<file path="src/rtl/dsp_cfg_loader.sv">
// Serial loader for the 100-bit DSP pattern-detect configuration chain, fed by a valid/ready config word.
// Optional read-back check of the chain tail is enabled with `define DSP_CFG_VERIFY_EN.
module dsp_cfg_loader #(
  parameter int CHAIN_LEN = 100,
  parameter int CNT_W     = 7
) (
  input  logic                 clk,
  input  logic                 rst,
  input  logic                 cfg_valid,
  output logic                 cfg_ready,
  input  logic [CHAIN_LEN-1:0] cfg_data,
  input  logic                 cfg_abort,
  output logic                 cfg_busy,
  output logic                 cfg_done,
  output logic                 cfg_err,
  output logic                 configuration_input,
  output logic                 configuration_enable,
  input  logic                 configuration_output
);

  localparam logic [CNT_W-1:0] LAST = CNT_W'(CHAIN_LEN - 1);

  typedef enum logic [1:0] {
    S_IDLE   = 2'd0,
    S_SHIFT  = 2'd1,
`ifdef DSP_CFG_VERIFY_EN
    S_VERIFY = 2'd3,
`endif
    S_DONE   = 2'd2
  } state_t;

  state_t               state;
  logic [CHAIN_LEN-1:0] shadow;
  logic [CNT_W-1:0]     counter;
  logic [CNT_W-1:0]     cur_idx;
  logic [CNT_W-1:0]     nxt_idx;

  // counter tracks the bit currently on configuration_input, MSB first
  assign cur_idx = LAST - counter;
  assign nxt_idx = cur_idx - CNT_W'(1);

`ifdef DSP_CFG_VERIFY_EN
  logic verify_fail;
  logic mismatch;
  // re-shifting the same image means the tail must equal the bit now being driven
  assign mismatch = configuration_output != shadow[cur_idx];
`else
  logic unused_cfg_out;
  assign unused_cfg_out = configuration_output;
`endif

  always_ff @(posedge clk or posedge rst) begin
    if (rst) begin
      state                <= S_IDLE;
      shadow               <= '0;
      counter              <= '0;
      cfg_ready            <= 1'b1;
      cfg_busy             <= 1'b0;
      cfg_done             <= 1'b0;
      cfg_err              <= 1'b0;
      configuration_enable <= 1'b0;
      configuration_input  <= 1'b0;
`ifdef DSP_CFG_VERIFY_EN
      verify_fail          <= 1'b0;
`endif
    end else begin
      cfg_done <= 1'b0;
      case (state)
        S_IDLE: begin
          if (cfg_valid && cfg_ready) begin
            shadow               <= cfg_data;
            counter              <= '0;
            cfg_err              <= 1'b0;
            cfg_ready            <= 1'b0;
            cfg_busy             <= 1'b1;
            configuration_enable <= 1'b1;
            configuration_input  <= cfg_data[CHAIN_LEN-1];
            state                <= S_SHIFT;
          end
        end
        S_SHIFT: begin
          if (cfg_abort) begin
            cfg_err              <= 1'b1;
            cfg_ready            <= 1'b1;
            cfg_busy             <= 1'b0;
            configuration_enable <= 1'b0;
            configuration_input  <= 1'b0;
            state                <= S_IDLE;
          end else if (counter == LAST) begin
`ifdef DSP_CFG_VERIFY_EN
            counter             <= '0;
            configuration_input <= shadow[LAST];
            verify_fail         <= 1'b0;
            state               <= S_VERIFY;
`else
            cfg_done             <= 1'b1;
            cfg_busy             <= 1'b0;
            configuration_enable <= 1'b0;
            configuration_input  <= 1'b0;
            state                <= S_DONE;
`endif
          end else begin
            counter             <= counter + CNT_W'(1);
            configuration_input <= shadow[nxt_idx];
          end
        end
`ifdef DSP_CFG_VERIFY_EN
        S_VERIFY: begin
          if (cfg_abort || (counter == LAST && (verify_fail || mismatch))) begin
            cfg_err              <= 1'b1;
            cfg_ready            <= 1'b1;
            cfg_busy             <= 1'b0;
            configuration_enable <= 1'b0;
            configuration_input  <= 1'b0;
            state                <= S_IDLE;
          end else if (counter == LAST) begin
            cfg_done             <= 1'b1;
            cfg_busy             <= 1'b0;
            configuration_enable <= 1'b0;
            configuration_input  <= 1'b0;
            state                <= S_DONE;
          end else begin
            counter             <= counter + CNT_W'(1);
            configuration_input <= shadow[nxt_idx];
            verify_fail         <= verify_fail | mismatch;
          end
        end
`endif
        S_DONE: begin
          cfg_ready <= 1'b1;
          state     <= S_IDLE;
        end
        default: begin
          cfg_ready            <= 1'b1;
          cfg_busy             <= 1'b0;
          configuration_enable <= 1'b0;
          configuration_input  <= 1'b0;
          state                <= S_IDLE;
        end
      endcase
    end
  end

endmodule

</file>
<file path="config.mk">
export PLATFORM = sky130hd
export DESIGN_NAME = dsp_cfg_loader
export DESIGN_NICKNAME = d
export VERILOG_FILES = /design/src/rtl/dsp_cfg_loader.sv
export SDC_FILE = /design/constraint.sdc
export NUM_CORES = 1
export LEC_CHECK = 0
export BUFFER_PORTS_ARGS = -buffer_cell sky130_fd_sc_hd__buf_4
export CAP_MARGIN = 15
export CORE_MARGIN = 5
export CORE_UTILIZATION = 33
export CTS_CLUSTER_DIAMETER = 80
export CTS_CLUSTER_SIZE = 14
export DETAILED_ROUTE_END_ITERATION = 8
export PLACE_DENSITY = 0.63
export REMOVE_ABC_BUFFERS = 1
export SYNTH_ARGS = -nofsm -noshare
export SYNTH_HDL_FRONTEND = slang
export SYNTH_SLANG_ARGS = --single-unit
</file>
<file path="constraint.sdc">
create_clock -name clk -period 3.8 [get_ports clk]
set_input_delay 0.19 -clock clk [delete_from_list [all_inputs] [get_ports clk]]
set_output_delay 0.19 -clock clk [all_outputs]
set_load 0.005 [all_outputs]
</file>
Word level (Yosys, flattened, before mapping)
Index checks and enable logic that the tools add are counted.

Input bits: 105. Output and inout bits: 6. Register bits: 114. Logic and storage cells: 56.

Order comparisons: 1. $add $sub $neg: 3. Mux-type cells: 25. Bitwise operators: 1. Reductions and logical operators: 10. Equal/unequal tests: 8.

Operator list (count): $mux 7 (3); $pmux 7 s2 (1); $mux 1 (12); $lt 7x8->1 const B (1); $ne 2x2->1 const B (4); $reduce_and 2->1 (4); $add 7x1->7 const B (1); $bmux 1 s7 (1); $eq 7x7->1 const B (1); $sub 7x1->7 const B (1); $sub 7x7->7 const A (1); $mux 2 (3); $pmux 1 s3 (2); $reduce_and 3->1 (2); $pmux 1 s2 (2); $pmux 2 s2 (1); $reduce_and 4->1 (1); $ne 3x3->1 const B (1); $eq 2x1->1 const B (1); $eq 2x2->1 const B (1); $logic_not 2->1 (1); $reduce_bool 2->1 (1); $logic_and 1x1->1 (1); $not 1->1 (1).

Longest topological paths before layout
Depth after elaboration: 7. Gate-level depth with buffers: 9. Depth with buffers taken out: 7.

Worst setup path before layout
OpenSTA, ideal clock, no wires.

Path type: register -> register. Start point: reg counter[0]. End point: reg configuration_input. Path slack: 1.511 ns. Period minus slack after synthesis: 2.289 ns. Setup time: 0.134 ns. Path buffers: 2. Arrival time: 2.154 ns. Required time: 3.666 ns. Cell stages (with the launch flop): 8. Cell sequence: dfrtp_1 > ha_1 > buf_2 > buf_2 > mux4_2 > mux4_2 > a311oi_1 > a32oi_1.

Word-level cells in the longest chain between the ends: 7. Elaborated cells between the ends (all ways): 8. Those cells by class: add/sub: 2; eq/ne: 1; mux: 5.

Ends and longest elaborated chain: start: declaration (RTL line 34) `logic [CNT_W-1:0] counter;`; start signal: assignment (RTL line 103) `counter <= counter + CNT_W'(1);`; $sub 7x7->7 (RTL line 39) `assign cur_idx = LAST - counter;`; $sub 7x1->7 (RTL line 40) `assign nxt_idx = cur_idx - CNT_W'(1);`; $bmux 1 s7 (RTL line 104) `configuration_input <= shadow[nxt_idx];`; $mux 1 (implied by the code) (RTL line 104); $mux 1 (*) (RTL line 89) `end else if (counter == LAST) begin`; $mux 1 (*) (RTL line 82) `if (cfg_abort) begin`; $pmux 1 s3 (*) (RTL line 68) `case (state)`; end signal: assignment (RTL line 77) `configuration_input <= cfg_data[CHAIN_LEN-1];`; end signal: assignment (RTL line 104); end: declaration (RTL line 16) `output logic configuration_input,`.

Every way passes the cells marked *; elsewhere a longest branch is shown, timed or not. The select of a mux whose other input is x is not followed. A chain may end at the register's enable or synchronous reset.

Worst setup path after layout
Ends and elaborated chain as after synthesis.

==> results list <==
* Highest achievable clock rate: 378 MHz
- Number of max-slew violations in the final report: 0
- Number of H-tree branching levels: 4
* Leading cell types in the layout, fill and taps excluded: sky130_fd_sc_hd__buf_4 (117), sky130_fd_sc_hd__dfrtp_1 (112), sky130_fd_sc_hd__mux2_2 (100), sky130_fd_sc_hd__dlygate4sd3_1 (53), sky130_fd_sc_hd__clkbuf_16 (17)
- During synthesis, Yosys emitted a total of 0 warnings.
* FP Rows: 46
- Entering global routing, the biggest net connects 75 pins.
- Wirelength per Cell: 16.5 µm
- TritonCTS clock tree: done
* Total core area: 15,800 µm²
- The number of antenna diodes in the final layout is 0.
* Cell Chain, Critical Path: ha_1, xor2_2, mux4_2, a311oi_1, a32oi_1
- The largest single stage delay on the critical path is 720 ps.
* Sequential element share of the synthesized area: 53.6%
* Nets: 624
- Buffer cell driving the clock tree root: sky130_fd_sc_hd__clkbuf_16
* Leakage power summed over all cells: 0.00333 µW
- Total via count after detailed routing: 3,531
- For the final routed database, the setup TNS stands at 0 ps.
* Min Hold Slack: -3.12 ps
- Buffers inserted during clock tree synthesis total 17.
- Counting flops with a built-in enable in the synthesized netlist gives 0.
- PD cells: 704 nW/µm²
* Starting density of the core: 33.6%
- In this run the vertical extent of the chip is 137 µm.
* Post-route minimum period: 2650 ps
* Clock-pin slew on the worst setup and hold paths: 50 ps
- Share of flip-flops with an asynchronous set or reset: 100%
- Routed wire length: 12,300 µm
- Gp weighted congestion: 0.832
- Most common library cell in the layout ignoring fill and taps: sky130_fd_sc_hd__buf_4
- Setup violations remaining at the end of the flow were counted as 0.
* Buffers plus inverters on the worst setup path: 0
- During I/O placement, the number of pins put on the boundary was 111.
* Die W: 137 µm
- CP Launch Type: flop
- The critical path is of the flop to flop type.
- After detailed routing, the number of remaining DRC violations is 0.
- Ratio of cells with drive above 1 in the final layout: 51.1%
- In the final layout, flip-flops and latches occupy 2860 µm².
- Buffer depth of the longest clock path: 2
* Peak VDD IR: 0.000281 V
* Distinct cell type count after synthesis: 36
* Power consumption: 5320 µW
- The die covers 18,800 µm².
* Antenna violations before repair: 0
* Failing checks: negative hold slack
* Footprint of the multi-input gates: 2350 µm²
- Slack of the worst reg-to-reg path: 1150 ps
- Routed via count divided by cell count: 4.73
- Among cell families on the critical path, the largest total delay comes from XOR/XNOR gates.
- The worst setup path is captured at a flop.
- The tree built by TritonCTS fans out to 114 sinks.
- Detailed Place HPWL: 8400 µm
* Via count of the first global-routing pass: 3,995
* GR Util All Layers: 14.1%
* Wire length of the first global-routing pass: 20,300 µm
* Worst path slowest cell: sky130_fd_sc_hd__xor2_2
- The path class of the tightest hold or removal check is primary input to asynchronous set/reset pin.
- Relative to the synthesized area, the layout overhead comes to 41.9%.
- Number of filler instances in the final layout: 1,403
- The tool flagged a number of max-cap violations equal to 0.
- The worst pin sits at a relative slew slack of 37.6%.
* Mean area per synthesized cell: 15.2 µm²
* Outcome: finished, violations left
- In the finished design, the share of the clock period the worst path needs comes to 69.7%.
* Most instantiated flip-flop cell in the synthesis netlist: sky130_fd_sc_hd__dfrtp_1
- For this block, the initial DRC count from the detailed router was 123.
- In this run the remaining antenna-violating nets after routing total 0.
- Required arrival time at the worst endpoint: 4060 ps
* Total global routing overflow: 0
* Cells resized by post-CTS repair: 0
* Gate count of the mapped netlist: 351
- The clock reaches the later pin of the worst-skew pair after 410 ps.
- Worst Skew: 4.92 ps
- Number of hold violations in the final report: 2
- For the pin with the worst max-slew slack, the measured transition is 936 ps.
* First-pass iteration count of the detailed router: 4
- FF+latch count, synth: 114
- Critical path data arrival time: 2910 ps
- In this run the cell area of the synthesized design comes to 5320 µm².
* Setup repair after global routing missed its margin: no
- Number of port buffers: 109
- Worst Path Max Fanout: 16
area by class of cell:
class	count	area share, %
well taps	216	3.58
flip-flops and latches	114	37.8
multi-input cells	210	31.1
inverters	4	0.232
clock inverters	9	1.99
repair buffers	170	18.7
clock buffers	23	6.60
what timing repair did:
action	CTS	global route
hold endpoints to repair	54	0
hold buffers	53	0
setup buffers	0	0
final timing paths:
| path | start | to | depth (start not counted) |
|---|---|---|---|
| setup / recovery | counter[0]$_DFFE_PP0P_ | configuration_input$_DFFE_PP0P_ | 5 |
| hold / removal | rst | shadow[87]$_DFFE_PP0P_ | 2 |
| min in group clk | cfg_data[1] | shadow[1]$_DFFE_PP0P_ | 2 |
| max in group asynchronous | rst | shadow[27]$_DFFE_PP0P_ | 3 |
| setup reg to reg | counter[0]$_DFFE_PP0P_ | configuration_input$_DFFE_PP0P_ | 5 |
| hold reg to reg | state[1]$_DFFE_PP0P_ | state[1]$_DFFE_PP0P_ | 1 |
per-stage QoR:
stage          area, µm²  std cells  util, %  worst slack, ps
4_1_cts             7550        746     47.7             1120
6_report            7550        746     47.7             1150
3_3_place_gp        6370        661     40.3             1180
3_5_place_dp        6370        661     40.3             1120
2_1_floorplan       5200        328        -            -2030
5_1_grt             7550        746     47.7              983
synthesized netlist by cell type, drive strengths merged, types with 2 or more instances:
library cell,number,area [µm²]
a21oi,6,33.8
clkbuf,10,37.5
nand3,3,15.0
mux2,100,1130
nand4,6,37.5
inv,4,15.0
ha,2,25.0
nor4b,2,17.5
a211oi,8,60.1
xor2,8,77.6
nand2,9,33.8
buf,13,78.8
dfrtp,113,2830
xnor2,4,35.0
nor3,2,10.0
nor2b,6,37.5
mux4,27,657
nor2,12,45.0
o21ai,2,10.0
mux2i,3,30.0
flip-flops by register name, summed over array words and instances, names as in the netlist:
| name | cells |
|---|---|
| cfg_done | 1 |
| cfg_ready | 1 |
| state | 2 |
| cfg_err | 1 |
| counter | 7 |
| configuration_enable | 1 |
| shadow | 100 |
| configuration_input | 1 |
metal layers:
layer | GRT usage (%) | part of all wire (%) | up-vias
li1 | - | - | 1654
met1 | 17.6 | 43 | 1776
met2 | 23.3 | 51 | 90
met3 | 3.86 | 4.7 | 11
met4 | 5.16 | 1.0 | 0
met5 | 0 | 0 | -
report_power, final:
group          internal [µW]  switching (µW)  total (µW)
clock                   1180             539        1720
combinational           1020             522        1540
sequential              1770             293        2060
cell families after synthesis:
kind of cell | share of synthesized area (%)
AO/OA/AOI/OAI | 2.85
XOR/XNOR | 2.12
adder cells (fa/ha/maj) | 0.470
buffers and inverters | 2.47
flip-flops | 53.6
multiplexers | 34.1
AND/OR/NAND/NOR | 4.37
worst register-to-register path, stage by stage (launching register included):
cell,delay [ps]
sky130_fd_sc_hd__dfrtp_2,540
sky130_fd_sc_hd__ha_1,300
sky130_fd_sc_hd__xor2_2,720
sky130_fd_sc_hd__mux4_2,440
sky130_fd_sc_hd__a311oi_1,400
sky130_fd_sc_hd__a32oi_1,100
No activity file was read; power rests on OpenSTA's default activity.
